[src/rtl/decode_unit_pkg.sv]
// Shared pipeline-stage types: fetch/decode/execute registers, decoded op enum and opcode map.
package pipeline_stage_registers;

  localparam int REG_AW = 5;

  localparam logic [6:0] OPC_LUI    = 7'b0110111;
  localparam logic [6:0] OPC_AUIPC  = 7'b0010111;
  localparam logic [6:0] OPC_JAL    = 7'b1101111;
  localparam logic [6:0] OPC_JALR   = 7'b1100111;
  localparam logic [6:0] OPC_BRANCH = 7'b1100011;
  localparam logic [6:0] OPC_LOAD   = 7'b0000011;
  localparam logic [6:0] OPC_STORE  = 7'b0100011;
  localparam logic [6:0] OPC_OPIMM  = 7'b0010011;
  localparam logic [6:0] OPC_OP     = 7'b0110011;

  typedef enum logic [3:0] {
    OP_NOP    = 4'd0,
    OP_LUI    = 4'd1,
    OP_AUIPC  = 4'd2,
    OP_JAL    = 4'd3,
    OP_JALR   = 4'd4,
    OP_BRANCH = 4'd5,
    OP_LOAD   = 4'd6,
    OP_STORE  = 4'd7,
    OP_OPIMM  = 4'd8,
    OP_OP     = 4'd9
  } op_e;

  typedef struct packed {
    logic [15:0] pc;
    logic [31:0] fetched_inst;
    logic        do_not_execute;
  } IF_ID;

  typedef struct packed {
    logic [15:0] pc;
    logic [31:0] rs1_val;
    logic [31:0] rs2_val;
    logic [31:0] imm;
    logic [4:0]  rd;
    op_e         op;
    logic [2:0]  funct3;
    logic        funct7b5;
    logic        reg_write;
    logic        mem_read;
    logic        mem_write;
    logic        do_not_execute;
  } ID_EX;

endpackage

[src/rtl/decode_unit_regfile.sv]
// 32-entry integer register file: two combinational read ports with writeback bypass, one write port.
module regfile
  import pipeline_stage_registers::*;
#(
  parameter int XLEN = 32
) (
  input  logic              clk,
  input  logic              reset_n,
  input  logic [REG_AW-1:0] rs1_addr_i,
  input  logic [REG_AW-1:0] rs2_addr_i,
  output logic [XLEN-1:0]   rs1_data_o,
  output logic [XLEN-1:0]   rs2_data_o,
  input  logic              wb_en_i,
  input  logic [REG_AW-1:0] wb_rd_i,
  input  logic [XLEN-1:0]   wb_data_i
);

  logic [XLEN-1:0] regs_q [32];

  always_ff @(posedge clk or negedge reset_n) begin
    if (!reset_n) begin
      for (int i = 0; i < 32; i++) regs_q[i] <= '0;
    end else if (wb_en_i && (wb_rd_i != '0)) begin
      regs_q[wb_rd_i] <= wb_data_i;
    end
  end

  // Bypass lets a same-cycle writeback reach the decoding instruction.
  always_comb begin
    rs1_data_o = regs_q[rs1_addr_i];
    if (rs1_addr_i == '0)                            rs1_data_o = '0;
    else if (wb_en_i && (wb_rd_i == rs1_addr_i))     rs1_data_o = wb_data_i;
    rs2_data_o = regs_q[rs2_addr_i];
    if (rs2_addr_i == '0)                            rs2_data_o = '0;
    else if (wb_en_i && (wb_rd_i == rs2_addr_i))     rs2_data_o = wb_data_i;
  end

endmodule

[src/rtl/decode_unit.sv]
// Instruction decode stage: field/immediate extraction, control bits, early JAL redirect, ID/EX register.
module decode_unit
  import pipeline_stage_registers::*;
#(
  parameter int XLEN = 32,
  parameter int PCW  = 16
) (
  input  logic            clk,
  input  logic            reset_n,
  input  IF_ID            if_id_r,
  input  logic            wb_en,
  input  logic [4:0]      wb_rd,
  input  logic [XLEN-1:0] wb_data,
  output logic            jump_taken,
  output logic [PCW-1:0]  jump_target,
  output logic            illegal_inst,
  output ID_EX            id_ex_r
);

  logic [31:0]     inst;
  logic [6:0]      opcode;
  logic [31:0]     imm_i, imm_s, imm_b, imm_u, imm_j;
  logic [XLEN-1:0] rs1_val, rs2_val;
  logic            legal;
  logic            rw_raw;
  logic            illegal_d, illegal_q;
  ID_EX            id_ex_d, id_ex_q;

  assign inst   = if_id_r.fetched_inst;
  assign opcode = inst[6:0];

  assign imm_i = {{20{inst[31]}}, inst[31:20]};
  assign imm_s = {{20{inst[31]}}, inst[31:25], inst[11:7]};
  assign imm_b = {{19{inst[31]}}, inst[31], inst[7], inst[30:25], inst[11:8], 1'b0};
  assign imm_u = {inst[31:12], 12'b0};
  assign imm_j = {{11{inst[31]}}, inst[31], inst[19:12], inst[20], inst[30:21], 1'b0};

  regfile #(.XLEN(XLEN)) u_regfile (
    .clk        (clk),
    .reset_n    (reset_n),
    .rs1_addr_i (inst[19:15]),
    .rs2_addr_i (inst[24:20]),
    .rs1_data_o (rs1_val),
    .rs2_data_o (rs2_val),
    .wb_en_i    (wb_en),
    .wb_rd_i    (wb_rd),
    .wb_data_i  (wb_data)
  );

  // JAL redirects from decode; JALR and branches wait for execute.
  assign jump_taken  = reset_n && !if_id_r.do_not_execute && (opcode == OPC_JAL);
  assign jump_target = if_id_r.pc + imm_j[PCW-1:0];

  always_comb begin
    id_ex_d          = '0;
    id_ex_d.pc       = if_id_r.pc;
    id_ex_d.rs1_val  = rs1_val;
    id_ex_d.rs2_val  = rs2_val;
    id_ex_d.rd       = inst[11:7];
    id_ex_d.funct3   = inst[14:12];
    id_ex_d.funct7b5 = inst[30];
    id_ex_d.op       = OP_NOP;
    legal            = 1'b1;
    rw_raw           = 1'b0;
    case (opcode)
      OPC_LUI:    begin id_ex_d.op = OP_LUI;    id_ex_d.imm = imm_u; rw_raw = 1'b1; end
      OPC_AUIPC:  begin id_ex_d.op = OP_AUIPC;  id_ex_d.imm = imm_u; rw_raw = 1'b1; end
      OPC_JAL:    begin id_ex_d.op = OP_JAL;    id_ex_d.imm = imm_j; rw_raw = 1'b1; end
      OPC_JALR:   begin id_ex_d.op = OP_JALR;   id_ex_d.imm = imm_i; rw_raw = 1'b1; end
      OPC_BRANCH: begin id_ex_d.op = OP_BRANCH; id_ex_d.imm = imm_b; end
      OPC_LOAD:   begin id_ex_d.op = OP_LOAD;   id_ex_d.imm = imm_i; rw_raw = 1'b1;
                        id_ex_d.mem_read = 1'b1; end
      OPC_STORE:  begin id_ex_d.op = OP_STORE;  id_ex_d.imm = imm_s;
                        id_ex_d.mem_write = 1'b1; end
      OPC_OPIMM:  begin id_ex_d.op = OP_OPIMM;  id_ex_d.imm = imm_i; rw_raw = 1'b1; end
      OPC_OP:     begin id_ex_d.op = OP_OP;     rw_raw = 1'b1; end
      default:    legal = 1'b0;
    endcase
    id_ex_d.reg_write = rw_raw && (inst[11:7] != 5'd0);
    if (if_id_r.do_not_execute || !legal) begin
      id_ex_d.op             = OP_NOP;
      id_ex_d.do_not_execute = 1'b1;
      id_ex_d.reg_write      = 1'b0;
      id_ex_d.mem_read       = 1'b0;
      id_ex_d.mem_write      = 1'b0;
    end
    illegal_d = !if_id_r.do_not_execute && !legal;
  end

  always_ff @(posedge clk or negedge reset_n) begin
    if (!reset_n) begin
      id_ex_q                <= '0;
      id_ex_q.op             <= OP_NOP;
      id_ex_q.do_not_execute <= 1'b1;
      illegal_q              <= 1'b0;
    end else begin
      id_ex_q   <= id_ex_d;
      illegal_q <= illegal_d;
    end
  end

  assign id_ex_r      = id_ex_q;
  assign illegal_inst = illegal_q;

endmodule

[config.mk]
export PLATFORM = sky130hd
export DESIGN_NAME = decode_unit
export DESIGN_NICKNAME = d
export VERILOG_FILES = /design/src/rtl/decode_unit_pkg.sv /design/src/rtl/decode_unit_regfile.sv /design/src/rtl/decode_unit.sv
export SDC_FILE = /design/constraint.sdc
export NUM_CORES = 2
export LEC_CHECK = 0
export BUFFER_PORTS_ARGS = -buffer_cell sky130_fd_sc_hd__buf_2
export CELL_PAD_IN_SITES_DETAIL_PLACEMENT = 1
export CELL_PAD_IN_SITES_GLOBAL_PLACEMENT = 1
export CORE_MARGIN = 2
export CORE_UTILIZATION = 45
export CTS_CLUSTER_SIZE = 14
export DETAILED_ROUTE_END_ITERATION = 10
export PLACE_DENSITY_LB_ADDON = 0.05
export SETUP_SLACK_MARGIN = 0.05
export SKIP_LAST_GASP = 1
export SLEW_MARGIN = 25
export SYNTH_ARGS = -nofsm -noshare
export SYNTH_HDL_FRONTEND = slang
export SYNTH_SLANG_ARGS = --single-unit
[constraint.sdc]
create_clock -name clk -period 7.4 [get_ports clk]
set_input_delay 0.74 -clock clk [delete_from_list [all_inputs] [get_ports clk]]
set_output_delay 0.74 -clock clk [all_outputs]
set_load 0.005 [all_outputs]
==> flow_metrics.tcl <==
set metrics [dict create \
    outcome "finished clean" \
    grt_setup_unrepaired "false" \
    rr_startpoint "u_regfile.regs_q[624]" \
    cts_buffers 137 \
    synth_area_leaders "dfrtp_1 (49%), mux4_2 (12%), mux2_2 (11%), mux2i_1 (7.0%), mux2_1 (3.4%)" \
    dr_wl_met2_mm 98.5 \
    setup_viol_count_final 0 \
    dieArea_sq_mm 0.135 \
    worst_pin_slew_ns 1.15 \
    synthTopCellsByCount "dfrtp_1 (1153), mux2_2 (557), mux2i_1 (415)" \
    syn_nets 4554 \
    place_hpwl_mm 122 \
    regToRegSetupSlack_ns 5.49 \
    grt_max_degree 165 \
    tritoncts "done" \
    drc 0 \
    fin_nets 4546 \
    muxShareOfSynthArea 0.328 \
    drt_iter0_drc 3671 \
    ff2ff_path_depth 5 \
    endpoint "jump_target[15]" \
    synth_edf_count 0 \
    grt_pass1_vias 42507 \
    synth_top_cell_by_area "dfrtp_1" \
    finalHoldViolations 0 \
    worst_slack_ns 3.04 \
    worstPathArrival_ns 3.62 \
    syn_avg_cell_area_sq_um 13.4 \
    htreeDepth 4 \
    track_usage 0.321 \
    cts-root-buf "clkbuf_16" \
    fin_area_sq_mm 0.0661 \
    synth_compound_area_frac 0.0979 \
    register_area_sq_mm 0.0289 \
    synth_top_area_frac 0.485 \
    placed_cells 6055 \
    p_per_area_mw_per_mm2 281 \
    maxCapViolCount 0 \
    timing.hold.ws_ns 0.0737 \
    crit_path_start_kind "input port" \
    postRouteAntennaNets 0 \
    cp-end-kind "output port" \
    vdd_drop_max_mv 0.278 \
    synth_xor_area_frac 0.00324 \
    die_h_microns 367 \
    clock_latency_ns 0.79 \
    synth-main-ff-cell "dfrtp_1" \
    r2r_end "id_ex_r[65]" \
    yosysSeqAreaShare 0.486 \
    clk_pin_slew_ns 0.05 \
    wl_mm 216 \
    layout-drive-gt1-share 0.326 \
    dr.pass1.iters 5 \
    yosys_warnings 0 \
    initial_core_util 0.453 \
    synth.most_common_cell "dfrtp_1" \
    fin_tns_setup_ns 0 \
    max_freq_ghz 0.229 \
    die_w_microns 367 \
    wl_met1_mm 97.6 \
    synthArstFlopShare 1.00 \
    rows 133 \
    yosys_register_bits 1154 \
    grt_antenna_before_repair 19 \
    synthAdderAreaFrac 0.00328 \
    stdcell_count 6306 \
    syn_area_sq_mm 0.0594 \
    place_ws_ns 3.03 \
    wl_met3_mm 14.2 \
    cp.required_ns 6.66 \
    grt_pass1_wl_mm 315 \
    path_max_fanout 52 \
    finalClockSkew_ns 0.0242 \
    slew_headroom 0.232 \
    max-clock-path-buffers 3 \
    crit_start "if_id_r[22]" \
    hold_path_class "in -> reg" \
    avgViaCountPerCell 6.52 \
    p_leak_nw 29.8 \
    timing.final.crit_share 0.589 \
    ys_types 84 \
    synthCells 4450 \
    synth_top_family_by_area "multiplexers" \
    num_vias 41097 \
    post_drt_wl_per_cell_microns 34.2 \
    dpl-instance-area_sq_mm 0.0614 \
    multi_input_area_sq_mm 0.0283 \
    synthSimpleGateAreaFrac 0.0360 \
    port_buffers 235 \
    gp_congestion 0.781 \
    grt_overflow 0 \
    clock-sinks 1154 \
    path_class "in -> out" \
    fillers 12862 \
    fp.coreArea_sq_mm 0.131 \
    ios 236 \
    final-max-slew-violation-count 0 \
    area_growth_syn_to_layout_pct 11.1 \
    finalWorstPathRequiredPeriod_ns 4.36 \
    highest_layer "met5" \
]
==> worst max-delay path, stage by stage <==
cell and delay, ns:
buf_6 0.27, ha_1 0.37, fa_1 0.43, a211o_1 0.34, a2111oi_1 0.51, o311ai_1 0.27
a222oi_1 0.34, o41a_1 0.21, buf_2 0.12
==> cells in the final DEF, fill, tap and decap left out, drive strengths merged, types with 13 or more instances in the layout <==
| master | instances |
|---|---|
| mux2i | 415 |
| dfrtp | 1153 |
| nand4 | 14 |
| o31ai | 18 |
| buf | 320 |
| ha | 14 |
| a21o | 26 |
| mux4 | 312 |
| a22o | 120 |
| o22ai | 67 |
| a221oi | 86 |
| nand3 | 27 |
| o32ai | 18 |
| nor2 | 49 |
| o221ai | 20 |
| nand2 | 336 |
| a32o | 15 |
| o21ai | 275 |
| inv | 29 |
| a2111oi | 19 |
| a21oi | 32 |
| clkbuf | 207 |
| clkinv | 21 |
| mux2 | 739 |
| a22oi | 44 |
| and2 | 17 |
| a211oi | 21 |
| xnor2 | 13 |
==> where the power goes <==
part	switching (mW)	internal [mW]	leakage, nW	total (mW)
clock	2.80	4.10	2.25	6.90
sequential	0.866	7.44	14.8	8.30
combinational	1.57	1.77	12.7	3.34
total	5.23	13.3	29.8	18.5
==> metrics by stage <==
| step | util | power [mW] |
|---|---|---|
| after floorplan | - | 10.5 |
| after global routing | 0.503 | 19.3 |
| after global placement | 0.468 | 11.6 |
| after CTS | 0.503 | 18.7 |
| final | 0.503 | 18.5 |
| after detailed placement | 0.468 | 11.7 |
==> per-layer routing <==
layer,track usage,up-vias
met5,0,-
met3,0.0633,326
met2,0.492,1449
li1,-,16879
met4,0.0863,14
met1,0.466,22429
==> final cells by class <==
class / count / share of cell area
tap: 1755 / 0.0332
clock buffer: 207 / 0.0633
clock inverter: 34 / 0.00566
multi-input combinational: 2804 / 0.428
sequential: 1154 / 0.437
inverter: 24 / 0.00136
antenna: 7 / 0.000265
timing repair buffer: 321 / 0.0314
==> flip-flops by register name, indices dropped and copies added (netlist names) <==
signal / flops
illegal_inst: 1
id_ex_r: 129
u_regfile.regs_q: 1024
==> worst min-delay path by stage <==
stage                                  end              startpoint  depth (start not counted)
finish                        id_ex_r[113]             if_id_r[33]                          1
floorplan                     id_ex_r[100]                 reset_n                          0
detailed placement  u_regfile.regs_q[1018]  u_regfile.regs_q[1018]                          0
CTS                           id_ex_r[113]             if_id_r[33]                          1
global placement    u_regfile.regs_q[1018]  u_regfile.regs_q[1018]                          0
global route                  id_ex_r[113]             if_id_r[33]                          1
==> logic make-up after synthesis <==
family                   after synthesis
adder cells (fa/ha/maj)               15
flip-flops                          1154
buffers and inverters                492
XOR/XNOR                              22
AND/OR/NAND/NOR                      494
AO/OA/AOI/OAI                        807
multiplexers                        1466
==> timing repair <==
| item | 4_1_cts | 5_1_grt |
|---|---|---|
| hold buffers | 1 | 0 |
| setup buffers | 0 | 0 |
| hold endpoints to repair | 38 | 0 |
| resized for setup | 0 | 0 |
Note: power is estimated with default switching activity, not from simulation.
